### config.mk
export PLATFORM = sky130hd
export DESIGN_NAME = sonic_tx_ready_ctl
export DESIGN_NICKNAME = d
export VERILOG_FILES = /design/src/rtl/sonic_tx_ready_ctl.sv
export SDC_FILE = /design/constraint.sdc
export NUM_CORES = 1
export LEC_CHECK = 0
export ABC_AREA = 1
export BUFFER_PORTS_ARGS = -buffer_cell sky130_fd_sc_hd__buf_2
export CORE_MARGIN = 5
export CORE_UTILIZATION = 35
export CTS_CLUSTER_SIZE = 25
export DETAILED_ROUTE_END_ITERATION = 7
export PLACE_DENSITY = 0.61
export SETUP_SLACK_MARGIN = 0.2
export SYNTH_ARGS = -nofsm -noshare
export SYNTH_HDL_FRONTEND = slang
export SYNTH_HIERARCHICAL = 1
export SYNTH_SLANG_ARGS = --single-unit
### constraint.sdc
create_clock -name clock -period 2.2 [get_ports clock]
set_input_delay 0.33 -clock clock [delete_from_list [all_inputs] [get_ports clock]]
set_output_delay 0.33 -clock clock [all_outputs]
set_load 0.01 [all_outputs]
### src/rtl/sonic_tx_ready_ctl.sv
// Per-channel TX readiness controller: start/stop hysteresis on the completed-qword count plus a fill timeout.
// Define SONIC_TX_UNDERRUN_CNT_EN to build the 16-bit saturating underrun counters.
module sonic_tx_ready_lane #(
  parameter int                WIDTH        = 14,
  parameter logic [WIDTH-1:0]  START_THRESH = 'h200,
  parameter logic [WIDTH-1:0]  STOP_THRESH  = '0,
  parameter int                FILL_TIMEOUT = 1024,
  parameter int                TMR_WIDTH    = 11
) (
  input  logic             clock,
  input  logic             reset,
  input  logic             cpl_valid,
  input  logic [WIDTH-1:0] cpl_qwords,
  input  logic             rdreq,
  input  logic             rdena,
  input  logic             fifo_empty,
  output logic             ready,
  output logic             cbuf_rdreq,
  output logic             cbuf_rdena,
  output logic [WIDTH-1:0] cpld_count,
  output logic             underrun,
  output logic [15:0]      underrun_count
);
  typedef enum logic [1:0] {IDLE, FILL, RUN} state_t;

  localparam logic [TMR_WIDTH-1:0] TMO_LAST = TMR_WIDTH'(FILL_TIMEOUT - 1);

  state_t               state;
  logic [TMR_WIDTH-1:0] timer;
  logic                 grant, tmo_hit;

  assign grant      = rdreq & ready & ~fifo_empty;
  assign cbuf_rdreq = grant;
  assign cbuf_rdena = rdena & ready;
  assign tmo_hit    = (FILL_TIMEOUT != 0) && (timer == TMO_LAST);

  // A fresh snapshot already accounts for everything read before it, so only
  // the grant of the same cycle is taken off it.
  always_ff @(posedge clock) begin
    if (reset)
      cpld_count <= '0;
    else if (cpl_valid)
      cpld_count <= (cpl_qwords == '0) ? '0 : cpl_qwords - WIDTH'(grant);
    else if (grant)
      cpld_count <= (cpld_count == '0) ? '0 : cpld_count - WIDTH'(1);
  end

  always_ff @(posedge clock) begin
    if (reset) begin
      state <= IDLE;
      ready <= 1'b0;
      timer <= '0;
    end else begin
      timer <= '0;
      case (state)
        IDLE: if (cpld_count != '0) state <= FILL;
        FILL: begin
          if (cpld_count == '0) begin
            state <= IDLE;
          end else if (cpld_count >= START_THRESH || tmo_hit) begin
            state <= RUN;
            ready <= 1'b1;
          end else begin
            timer <= (timer == '1) ? timer : timer + TMR_WIDTH'(1);
          end
        end
        RUN: begin
          if (cpld_count <= STOP_THRESH) begin
            state <= IDLE;
            ready <= 1'b0;
          end
        end
        default: begin
          state <= IDLE;
          ready <= 1'b0;
        end
      endcase
    end
  end

  always_ff @(posedge clock) begin
    if (reset) underrun <= 1'b0;
    else       underrun <= rdreq & ready & fifo_empty;
  end

`ifdef SONIC_TX_UNDERRUN_CNT_EN
  always_ff @(posedge clock) begin
    if (reset)
      underrun_count <= '0;
    else if (underrun && underrun_count != 16'hFFFF)
      underrun_count <= underrun_count + 16'd1;
  end
`else
  assign underrun_count = '0;
`endif
endmodule

module sonic_tx_ready_ctl #(
  parameter int                NCHAN        = 2,
  parameter int                WIDTH        = 14,
  parameter logic [WIDTH-1:0]  START_THRESH = 14'h200,
  parameter logic [WIDTH-1:0]  STOP_THRESH  = '0,
  parameter int                FILL_TIMEOUT = 1024,
  parameter int                TMR_WIDTH    = 11
) (
  input  logic                   clock,
  input  logic                   reset,
  input  logic [NCHAN-1:0]       cpl_valid,
  input  logic [NCHAN*WIDTH-1:0] cpl_qwords,
  input  logic [NCHAN-1:0]       rdreq,
  input  logic [NCHAN-1:0]       rdena,
  input  logic [NCHAN-1:0]       fifo_empty,
  output logic [NCHAN-1:0]       ready,
  output logic [NCHAN-1:0]       cbuf_rdreq,
  output logic [NCHAN-1:0]       cbuf_rdena,
  output logic [NCHAN*WIDTH-1:0] cpld_count,
  output logic [NCHAN-1:0]       underrun,
  output logic [NCHAN*16-1:0]    underrun_count
);
  if (START_THRESH <= STOP_THRESH) begin : g_bad_cfg
    $error("sonic_tx_ready_ctl: START_THRESH must exceed STOP_THRESH");
  end

  for (genvar i = 0; i < NCHAN; i++) begin : g_lane
    sonic_tx_ready_lane #(
      .WIDTH(WIDTH), .START_THRESH(START_THRESH), .STOP_THRESH(STOP_THRESH),
      .FILL_TIMEOUT(FILL_TIMEOUT), .TMR_WIDTH(TMR_WIDTH)
    ) u_lane (
      .clock          (clock),
      .reset          (reset),
      .cpl_valid      (cpl_valid[i]),
      .cpl_qwords     (cpl_qwords[i*WIDTH +: WIDTH]),
      .rdreq          (rdreq[i]),
      .rdena          (rdena[i]),
      .fifo_empty     (fifo_empty[i]),
      .ready          (ready[i]),
      .cbuf_rdreq     (cbuf_rdreq[i]),
      .cbuf_rdena     (cbuf_rdena[i]),
      .cpld_count     (cpld_count[i*WIDTH +: WIDTH]),
      .underrun       (underrun[i]),
      .underrun_count (underrun_count[i*16 +: 16])
    );
  end
endmodule

== Word level (Yosys, flattened, before mapping) ==
Cells that the tools add are included.

* Magnitude comparators: 4
* $mul: 0
* Add/subtract/negate cells: 6
* Bitwise logic cells: 14
* Muxes and demuxes: 26
* Shifts and indexed selects: 0
* Reduce and logical (&&, ||, !) cells: 18
* Div/mod/pow operators: 0
* Equality and inequality tests: 18

{| class="wikitable"
|+ Operators with widths
! kind !! count
|-
| $mux 14 || 8
|-
| $logic_not 14->1 || 4
|-
| $ge 14x10->1 const B || 2
|-
| $le 14x1->1 const B || 2
|-
| $reduce_bool 14->1 || 2
|-
| $sub 14x1->14 || 2
|-
| $sub 14x1->14 const B || 2
|-
| $add 11x1->11 const B || 2
|-
| $eq 11x10->1 const B || 2
|-
| $eq 11x11->1 const B || 2
|-
| $mux 2 || 8
|-
| $ne 2x1->1 const B || 6
|-
| $pmux 2 s3 || 2
|-
| $and 1x1->1 || 8
|-
| $reduce_and 4->1 || 2
|-
| $reduce_or 4->1 || 2
|-
| $mux 1 || 6
|-
| $ne 3x1->1 const B || 2
|-
| $not 1->1 || 6
|-
| $pmux 1 s3 || 2
|-
| $reduce_and 3->1 || 2
|-
| $eq 2x1->1 const B || 2
|-
| $eq 2x2->1 const B || 2
|-
| $logic_not 2->1 || 2
|-
| other kinds (3) || 6
|}

* Memories: 0
* Input bits: 38
* Flip-flop bits (word level): 58
* Logic and storage cells: 96
* Memory bits (read-only): 0
* Bits in latches: 0
* Bits in writable memories: 0
* Output and inout port bits: 68

== Logic depth before layout (Yosys ltp) ==
Gate-level depths: netlist of run 1.

* Depth after elaboration: 5
* Mapped depth: 15
* Gate-level depth less buffers: 15

== Hierarchy ==
Netlist of run 1, hierarchy kept.

{| class="wikitable"
|+ By module, submodules not included
! module !! cells each !! area each (um^2) !! times used
|-
| sonic_tx_ready_lane (g_lane[1].u_lane) || 365 || 2344.7 || 1
|-
| sonic_tx_ready_lane (g_lane[0].u_lane) || 379 || 2314.7 || 1
|}

== Worst setup path after synthesis of run 1 ==
Ideal clock, no wire load.

* Path type: reg2reg
* Start point: register g_lane[0].u_lane.ready
* End point: register g_lane[0].u_lane.cpld_count[10]
* Library setup time: 109 ps
* Setup slack: 420 ps
* Period minus slack after synthesis: 1780 ps
* Arrival: 1671 ps
* Required time: 2091 ps
* Stages on the path, launching flop included: 14
* Path through: dfxtp_1 -> nand3_1 -> inv_1 -> ha_1 -> ha_1 -> nand2_2 -> nor2_2 -> nand2_1 -> nand2_1 -> nand2_1 -> nand2_1 -> nand3_1 -> nand2_1 -> inv_1

* Cells in the longest elaborated chain, start to end: 5

{| class="wikitable"
|+ RTL lines
! what !! RTL line !! text
|-
| start, declared || 17 || <nowiki>output logic ready,</nowiki>
|-
| start signal, assigned || 51 || <nowiki>ready <= 1'b0;</nowiki>
|-
| start signal, assigned || 62 || <nowiki>ready <= 1'b1;</nowiki>
|-
| start signal, assigned || 70 || <nowiki>ready <= 1'b0;</nowiki>
|-
| $and 1x1->1 * (2 in series) || 32 || <nowiki>assign grant = rdreq & ready & ~fifo_empty;</nowiki>
|-
| via cbuf_rdreq[0] || 114 || <nowiki>output logic [NCHAN-1:0] cbuf_rdreq,</nowiki>
|-
| $sub 14x1->14 || 43 || <nowiki>cpld_count <= (cpl_qwords == '0) ? '0 : cpl_qwords - WIDTH'(grant);</nowiki>
|-
| $mux 14 || 43 ||
|-
| $mux 14 || 42 || <nowiki>else if (cpl_valid)</nowiki>
|-
| end signal, assigned || 43 ||
|-
| end signal, assigned || 45 || <nowiki>cpld_count <= (cpld_count == '0) ? '0 : cpld_count - WIDTH'(1);</nowiki>
|-
| end, declared || 20 || <nowiki>output logic [WIDTH-1:0] cpld_count,</nowiki>
|}

The timed path passes the listed nets; every way through them passes the cells marked *.
A chain may end at the register's enable or synchronous reset.

== Final worst setup path of run 1 ==
* Start point: register g_lane[0].u_lane.ready
* End point: register g_lane[0].u_lane.cpld_count[10]

* Cells in the longest elaborated chain, start to end: 5

{| class="wikitable"
|+ RTL lines
! what !! RTL line
|-
| $and 1x1->1 * (2 in series) || 32
|-
| $sub 14x1->14 || 43
|-
| $mux 14 || 43
|-
| $mux 14 || 42
|}

Every way passes the cells marked *; elsewhere a longest branch is shown, timed or not.

==> results of run 1 <==
[worst paths after layout]
kind | to | cells past startpoint
worst max-delay path | g_lane[0].u_lane/cpld_count[10]$_SDFFE_PP0P_ | 13
worst min-delay path | g_lane[1].u_lane/underrun$_SDFF_PP0_ | 3
worst max register to register | g_lane[0].u_lane/cpld_count[10]$_SDFFE_PP0P_ | 13
worst min register to register | g_lane[0].u_lane/timer[7]$_SDFFE_PP0P_ | 2
[flip-flops by register name, indices dropped and copies added, names as in the netlist]
register	cells
g_lane.u_lane/state	4
g_lane.u_lane/timer	22
g_lane.u_lane/underrun	2
g_lane.u_lane/cpld_count	28
g_lane.u_lane/ready	2
[power by group through the flow]
stage	logic [mW]	clock network, mW	registers (mW)
after floorplan	0.648	0	1.26
after global placement	0.885	0	1.25
after detailed placement	0.890	0	1.25
after CTS	0.893	1.69	1.23
after global routing	1.01	1.73	1.24
final	0.885	1.65	1.23
[placed cells by master (no fill, tap or decap), types with 4 or more instances in the layout]
cell type	count
nand2_2	19
a21oi_1	19
ha_1	10
nor3_1	5
nor2_4	7
nand2_4	4
o21bai_1	8
nand3_1	55
buf_4	5
dfxtp_1	58
nand2_1	175
conb_1	32
buf_2	73
inv_1	121
nor2_1	103
nor2_2	12
xnor2_1	9
nand3_2	8
inv_2	4
o21ai_0	33
nand4_1	4
nand3b_1	6
clkbuf_16	9
xor2_1	16
[worst max-delay path, cell delays in order, from the launching register on]
cell     delay, ns
dfxtp_1       0.35
nand3_1       0.10
inv_1         0.08
ha_1          0.20
ha_1          0.25
nand2_2       0.09
nor2_2        0.21
nand2_1       0.07
nand2_1       0.06
nand2_1       0.04
nand2_1       0.05
nand3_1       0.08
nand2_1       0.07
inv_1         0.03
[cell type report]
cell class	instances	area (um^2)	area share (%)
multi-input cells	548	2823	51.93
flip-flops and latches	58	1161	21.36
inverters	126	475.5	8.748
repair buffers	78	402.9	7.413
clock buffers	11	252.7	4.650
well taps	176	220.2	4.052
clock inverters	5	100.1	1.842
[layer usage]
layer | vias up | routed length, um | share of wire, %
li1 | 2396 | - | -
met1 | 1857 | 5275 | 49
met2 | 79 | 4734 | 44
met3 | 14 | 500 | 4.7
met4 | 0 | 208 | 1.9
met5 | - | 0 | 0
[stage by stage]
stage               hold WS, ns  std cells  util [%]  setup WS (ns)  area (um^2)
finish                   0.2665       1002     41.37         0.4401         5435
CTS                      0.2577       1002     41.37         0.4241         5435
global placement         0.4762        986     38.69         0.3310         5082
global route             0.2708       1002     41.37         0.2268         5435
floorplan                0.3991        774         -         0.4199         4772
detailed placement       0.4795        986     38.69         0.3070         5082
[cell families after synthesis]
group | synth area share (%)
AND/OR/NAND/NOR | 40.79
buffers and inverters | 16.92
AO/OA/AOI/OAI | 9.828
flip-flops | 24.92
XOR/XNOR | 4.699
adder cells (fa/ha/maj) | 2.685
other | 0.1612
==> tab_implementation.tex, run 1 <==
\begin{tabular}{lr}
\hline
Metric & Value \\
\hline
\multicolumn{2}{l}{\textbf{Status}} \\
\quad Outcome & completed \\
\multicolumn{2}{l}{\textbf{STA}} \\
\quad Period utilization & about four fifths \\
\quad Remaining max-slew budget at the tightest pin & 62.82\% \\
\quad Setup repair after global routing missed its margin & no \\
\quad Number of failing hold endpoints at the final stage & 0 \\
\quad Crit path time final & about 1.8 ns \\
\quad Fmax & 0.5682 GHz \\
\quad Final setup skew & between 0.008 and 0.009 ns \\
\quad Number of setup violations in the final report & 0 \\
\quad Setup TNS & 0 ns \\
\quad Slew Viols, Final & 0 \\
\quad Worst slew pin tran & roughly 0.56 ns \\
\multicolumn{2}{l}{\textbf{Min path}} \\
\quad Worst hold path type & input pin to flip-flop \\
\quad Startpoint of the tightest hold check path & rdreq[1] \\
\multicolumn{2}{l}{\textbf{Placed design}} \\
\quad Routability congestion estimate & 0.8672 \\
\quad Post-detailed-placement half-perimeter wirelength & 8.489 mm \\
\quad \# port buffers & 73 \\
\multicolumn{2}{l}{\textbf{GRT}} \\
\quad Antenna violations before repair & 0 \\
\quad GR met2 Demand/Resource & 20.91\% \\
\quad Routing layer with the top usage in global route & met2 \\
\quad Largest net degree at the start of global routing & 29 \\
\quad Global-route wire length before repair & $\sim$17 mm \\
\quad All-layer global routing usage & 13.26\% \\
\quad Global route overflow & 0 \\
\quad Met1 capacity usage during global routing & 17.93\% \\
\quad Vias in the first global route & 3,805 \\
\quad Grt met3 use & 2.303\% \\
\multicolumn{2}{l}{\textbf{Setup path}} \\
\quad Worst Path Required & 2.43 ns \\
\quad Data arrival time of the critical path & 1.99 ns \\
\quad Category of the worst setup path capture point & flip-flop \\
\quad R2r startpoint & g\_lane[0].u\_lane/ready\$\_SDFFE\_PP0P\_ \\
\quad Startpoint of the worst setup timing path & g\_lane[0].u\_lane/ready\$\_SDFFE\_PP0P\_ \\
\quad CP startpoint kind & flip-flop \\
\quad Reg-to-reg slack, setup & about 0.44 ns \\
\quad WS Path Type & flip-flop to flip-flop \\
\quad Highest net fanout along the worst path & 5 \\
\multicolumn{2}{l}{\textbf{Routing}} \\
\quad Via count & approximately 4,300 \\
\quad Final routed wire length divided by cell count & 10.70 um \\
\quad Total routed wirelength & around 11 mm \\
\quad Number of detailed-route iterations in the first pass & 5 \\
\quad Routed Antenna Nets & 0 \\
\quad Detailed router's first-iteration violation count & 186 \\
\quad Total DRC errors in the routed layout & 0 \\
\quad DR vias/cell & 4.337 \\
\multicolumn{2}{l}{\textbf{Job}} \\
\quad Total of max-cap violations & 0 \\
\multicolumn{2}{l}{\textbf{Synth}} \\
\quad Post-synth design cell area & 4659 um\^{}2 \\
\quad Area share of the leading cell type in the synthesized netlist & between 20\% and 30\% \\
\quad Largest area contributor in the netlist & dfxtp\_1 \\
\quad Number of warnings reported in the yosys synthesis log & 6 \\
\quad Leading register cell type out of synthesis & dfxtp\_1 \\
\quad Async set-reset flop share out of synthesis & 0\% \\
\quad EDFF count, synth & 0 \\
\quad Count of cell types in the netlist & 41 \\
\quad Instance count of the mapped netlist & 744 \\
\quad Top post-synthesis cells by area & dfxtp\_1 (25\%), nand2\_1 (14\%), inv\_1 (9.7\%) \\
\quad Mean cell area of the mapped netlist & 6.263 um\^{}2 \\
\quad Flop and latch count out of synthesis & slightly below 60 \\
\quad Register area share after synthesis & 24.92\% \\
\quad Leading post-synthesis cells by instance count & nand2\_1 (175), inv\_1 (121), nor2\_1 (103) \\
\quad Most frequently used cell type in the post-synthesis netlist & nand2\_1 \\
\multicolumn{2}{l}{\textbf{Clocking}} \\
\quad Hold buffer count at CTS & 0 \\
\quad Maximum buffer depth of the clock tree & 2 \\
\quad CTS Sinks & 58 \\
\quad Depth of the CTS H-tree & 3 \\
\quad CTS resizes & 0 \\
\quad TritonCTS clock tree & built \\
\quad Clock latency reported for the late side of the worst-skew pair & 0.33 ns \\
\quad Number of buffers added by the clock tree synthesis step & 9 \\
\quad Clk pin slew, worst setup/hold paths & 0.05 ns \\
\quad Clock root buffer & clkbuf\_16 \\
\quad Post-CTS Repair Setup Buffers & 0 \\
\multicolumn{2}{l}{\textbf{Floorplanning}} \\
\quad Height of the die & 125.4 um \\
\quad Initial cell density of the core & 35.47\% \\
\quad \# IOs & 106 \\
\quad Core Region & 13,140 um\^{}2 \\
\quad Width of the die & 125.4 um \\
\quad Rows & between 40 and 50 \\
\quad Full die area & $\sim$16,000 um\^{}2 \\
\multicolumn{2}{l}{\textbf{Layout}} \\
\quad Area growth from synthesis to layout & 16.65\% \\
\quad Antenna diodes & 0 \\
\quad Final Net Count & 869 \\
\quad Count of fill cells added during filler insertion & roughly 1,400 \\
\quad Fraction of layout cells with a size suffix above 1 & 19.73\% \\
\multicolumn{2}{l}{\textbf{Power}} \\
\quad Post-route total power & 3.760 mW \\
\quad Clk pwr share & 43.8\% \\
\quad Total internal power & 2.621 mW \\
\quad Switching pwr & between 1 and 1.5 mW \\
\quad Leak & between 2 and 3 nW \\
\quad PwrDens & 691.7 nW/um\^{}2 \\
\quad Fraction of power spent switching nets & 30.28\% \\
\quad Seq pwr share & around a third \\
\quad Worst voltage drop across the vdd grid & 0.3547 mV \\
\quad Combinational power share & a little under a quarter \\
\hline
\end{tabular}
(Power assumes the default switching activity.)
==> run 2, diff against run 1 <==
- PLACE_DENSITY: 0.61 -> 0.63
- clock period: 2.2 -> 1.6 ns (I/O delays scaled with it)
==> run 2 against run 1 <==
Clock power is 21% higher. Worst hold slack got worse by 0.099 ns. Clock skew up 0.0014 ns. Register-to-register slack worse by 0.42 ns. Critical path type unchanged. Maximum frequency is 11% higher. Largest power group unchanged. Sequential power is 37% higher. First-iteration DRC count rose by 40%. Critical endpoint is now g_lane[0].u_lane/cpld_count[11]$_SDFFE_PP0P_.
==> tab_implementation.tex, run 2 (synthesis results as in run 1) <==
\begin{tabular}{lr}
\hline
Metric & Value \\
\hline
\multicolumn{2}{l}{\textbf{Status}} \\
\quad Outcome & completed \\
\multicolumn{2}{l}{\textbf{Routing}} \\
\quad Number of detailed-route iterations in the first pass & 5 \\
\quad Routed Antenna Nets & 0 \\
\quad Detailed router's first-iteration violation count & 260 \\
\quad Via count & 4,925 \\
\quad Total DRC errors in the routed layout & 0 \\
\quad DR vias/cell & 4.603 \\
\quad Total routed wirelength & 12.95 mm \\
\quad Final routed wire length divided by cell count & 12.10 um \\
\multicolumn{2}{l}{\textbf{Layout}} \\
\quad Leading cell type in the layout, fill and taps excluded & nand2\_1 \\
\quad Multi-input combinational cell area & 3339 um\^{}2 \\
\quad Leading cell types in the layout, fill and taps excluded & nand2\_1 (159), inv\_1 (106), nor2\_1 (85), buf\_2 (72), buf\_4 (49) \\
\quad Most flop-heavy register & g\_lane.u\_lane/cpld\_count \\
\quad Count of fill cells added during filler insertion & 1,281 \\
\quad Fraction of layout cells with a size suffix above 1 & 38.14\% \\
\quad Area growth from synthesis to layout & 42.11\% \\
\quad Sequential cell area & 1202 um\^{}2 \\
\quad Antenna diodes & 0 \\
\quad Final Net Count & 937 \\
\quad Max FFs per register & 28 \\
\quad Biggest regs & g\_lane.u\_lane/cpld\_count (28), g\_lane.u\_lane/timer (22), g\_lane.u\_lane/state (4) \\
\quad Fin area & between 6000 and 7000 um\^{}2 \\
\multicolumn{2}{l}{\textbf{Setup path}} \\
\quad Data arrival time of the critical path & 1.85 ns \\
\quad Family with the most delay on the worst path & simple AND/OR/NAND/NOR gates \\
\quad Reg-to-reg slack, setup & 0.02 ns \\
\quad R2r startpoint & g\_lane[0].u\_lane/ready\$\_SDFFE\_PP0P\_ \\
\quad Count of cell instances traversed by the critical path & 14 \\
\quad FF-to-FF path depth & 14 \\
\quad Category of the worst setup path capture point & flip-flop \\
\quad Cell-by-cell listing of the critical path & nand3\_4, inv\_4, ha\_4, inv\_2, nor2\_2, nand2\_2, nor2\_4, buf\_4, nand3b\_1, nand2\_1, nand2\_1, nand3\_1, nand2\_1, inv\_1 \\
\quad Max incr delay on CP & around 0.35 ns \\
\quad CP startpoint kind & flip-flop \\
\quad Critical path buffer and inverter count & 4 \\
\quad Cell mode on critical path & nand2\_1 \\
\quad WS Path Type & flip-flop to flip-flop \\
\quad CP max stage cell & dfxtp\_4 \\
\quad Worst Path Required & around 1.9 ns \\
\quad Highest net fanout along the worst path & 7 \\
\quad Startpoint of the worst setup timing path & g\_lane[0].u\_lane/ready\$\_SDFFE\_PP0P\_ \\
\quad Worst reg2reg path endpoint & g\_lane[0].u\_lane/cpld\_count[11]\$\_SDFFE\_PP0P\_ \\
\quad Worst Setup EP & g\_lane[0].u\_lane/cpld\_count[11]\$\_SDFFE\_PP0P\_ \\
\multicolumn{2}{l}{\textbf{Floorplanning}} \\
\quad Initial cell density of the core & 35.47\% \\
\quad Core Region & 13,140 um\^{}2 \\
\quad Height of the die & 125.4 um \\
\quad Rows & between 40 and 50 \\
\quad \# IOs & 106 \\
\quad Full die area & about 16,000 um\^{}2 \\
\quad Width of the die & 125.4 um \\
\multicolumn{2}{l}{\textbf{Clocking}} \\
\quad Clock root buffer & clkbuf\_16 \\
\quad Number of buffers added by the clock tree synthesis step & 9 \\
\quad CTS Sinks & 58 \\
\quad Depth of the CTS H-tree & 3 \\
\quad TritonCTS clock tree & built \\
\quad Hold buffer count at CTS & 0 \\
\quad Clock latency reported for the late side of the worst-skew pair & 0.32 ns \\
\quad Clk pin slew, worst setup/hold paths & 0.05 ns \\
\quad Maximum buffer depth of the clock tree & 2 \\
\multicolumn{2}{l}{\textbf{GRT}} \\
\quad All-layer global routing usage & between 10\% and 20\% \\
\quad Largest net degree at the start of global routing & 29 \\
\quad Antenna violations before repair & 0 \\
\quad Vias in the first global route & 4,306 \\
\quad Global-route wire length before repair & 19.74 mm \\
\quad Global route overflow & 0 \\
\multicolumn{2}{l}{\textbf{STA}} \\
\quad Post-Route Hold Slack & 0.1675 ns \\
\quad Worst slew pin tran & 0.5681 ns \\
\quad Number of setup violations in the final report & 0 \\
\quad Remaining max-slew budget at the tightest pin & 61.84\% \\
\quad Fmax & 0.6332 GHz \\
\quad Crit path time final & approximately 1.6 ns \\
\quad Final setup skew & 0.01023 ns \\
\quad Period utilization & 98.70\% \\
\quad Number of failing hold endpoints at the final stage & 0 \\
\quad Slew Viols, Final & 0 \\
\quad Setup repair after global routing missed its margin & yes \\
\multicolumn{2}{l}{\textbf{Min path}} \\
\quad Worst hold path type & input pin to flip-flop \\
\multicolumn{2}{l}{\textbf{Job}} \\
\quad Total of max-cap violations & 0 \\
\multicolumn{2}{l}{\textbf{Power}} \\
\quad Leak & 3.450 nW \\
\quad Clk pwr share & 37.4\% \\
\quad Worst voltage drop across the vdd grid & 0.3885 mV \\
\quad PwrDens & 803.6 nW/um\^{}2 \\
\quad Fraction of power spent switching nets & 32.67\% \\
\quad Combinational power share & 31.0\% \\
\quad Total internal power & about 3.6 mW \\
\quad Switching pwr & 1.738 mW \\
\quad Seq pwr share & 31.7\% \\
\multicolumn{2}{l}{\textbf{Placed design}} \\
\quad Post-detailed-placement half-perimeter wirelength & 8.798 mm \\
\quad Routability congestion estimate & 0.8876 \\
\quad \# port buffers & 73 \\
\quad Placement Cell Area & about 5400 um\^{}2 \\
\hline
\end{tabular}
## run 2: cell count changes in the layout (fill, tap and decap cells not counted), moves of 15 or more
cell,delta
buf_4,+44
inv_1,-15
nor2_1,-18
nand2_1,-16
dfxtp_1,-23
buf_6,+17
dfxtp_2,+18
## run 2: repair_timing
action                     4_1_cts  5_1_grt
gates cloned                     2        3
pin swaps                       23       59
setup endpoints to repair       42       56
resized for setup               40      122
buffers inserted                12       21
## run 2: final cells by class
class,count,area share (%)
clock buffers,14,4.138
flip-flops and latches,58,18.16
multi-input cells,550,50.43
inverters,126,7.559
clock inverters,2,0.5291
well taps,176,3.326
repair buffers,144,15.85
## run 2: worst min-delay path by stage
stage                                           start                                      to  slack [ns]  cells past startpoint
2_1_floorplan                                   reset     g_lane[0].u_lane/ready$_SDFFE_PP0P_        0.30                      1
3_5_place_dp   g_lane[0].u_lane/timer[7]$_SDFFE_PP0P_  g_lane[0].u_lane/timer[7]$_SDFFE_PP0P_        0.47                      2
3_3_place_gp   g_lane[0].u_lane/timer[7]$_SDFFE_PP0P_  g_lane[0].u_lane/timer[7]$_SDFFE_PP0P_        0.48                      2
4_1_cts                                 fifo_empty[0]    g_lane[0].u_lane/underrun$_SDFF_PP0_        0.16                      3
5_1_grt                                 fifo_empty[0]    g_lane[0].u_lane/underrun$_SDFF_PP0_        0.17                      3
6_report                                fifo_empty[0]    g_lane[0].u_lane/underrun$_SDFF_PP0_        0.17                      3
## run 2: routing by layer
metal  wire, um  track usage [%]
met3        639            2.047
met4        247            5.676
met5          0                0
met2       6200            24.26
met1       5863            19.72
## run 2: power groups by stage
stage	Clock [mW]	Combinational [mW]	Sequential [mW]
finish	1.99	1.65	1.69
global placement	0	1.36	1.69
floorplan	0	0.903	1.73
detailed placement	0	1.37	1.69
CTS	2.03	1.45	1.67
global route	2.08	1.83	1.70
## run 2: per-stage QoR
| step | TNS (ns) | setup WS, ns | power [mW] | util (%) | std cells |
|---|---|---|---|---|---|
| global placement | -0.1099 | -0.03599 | 3.055 | 41.31 | 1016 |
| detailed placement | -0.2278 | -0.04360 | 3.059 | 41.31 | 1016 |
| finish | 0 | 0.02084 | 5.321 | 50.40 | 1070 |
| floorplan | 0 | 0.08404 | 2.637 | - | 774 |
| CTS | 0 | 0.06800 | 5.144 | 45.67 | 1046 |
| global route | -0.9476 | -0.1558 | 5.616 | 50.40 | 1070 |
## run 2: worst register-to-register path: stages, from the launching register on
cell and delay, ns:
dfxtp_4 0.35, nand3_4 0.09, inv_4 0.07, ha_4 0.15, inv_2 0.04, nor2_2 0.09, nand2_2 0.08, nor2_4 0.18
buf_4 0.13, nand3b_1 0.06, nand2_1 0.08, nand2_1 0.05, nand3_1 0.08, nand2_1 0.05, inv_1 0.04
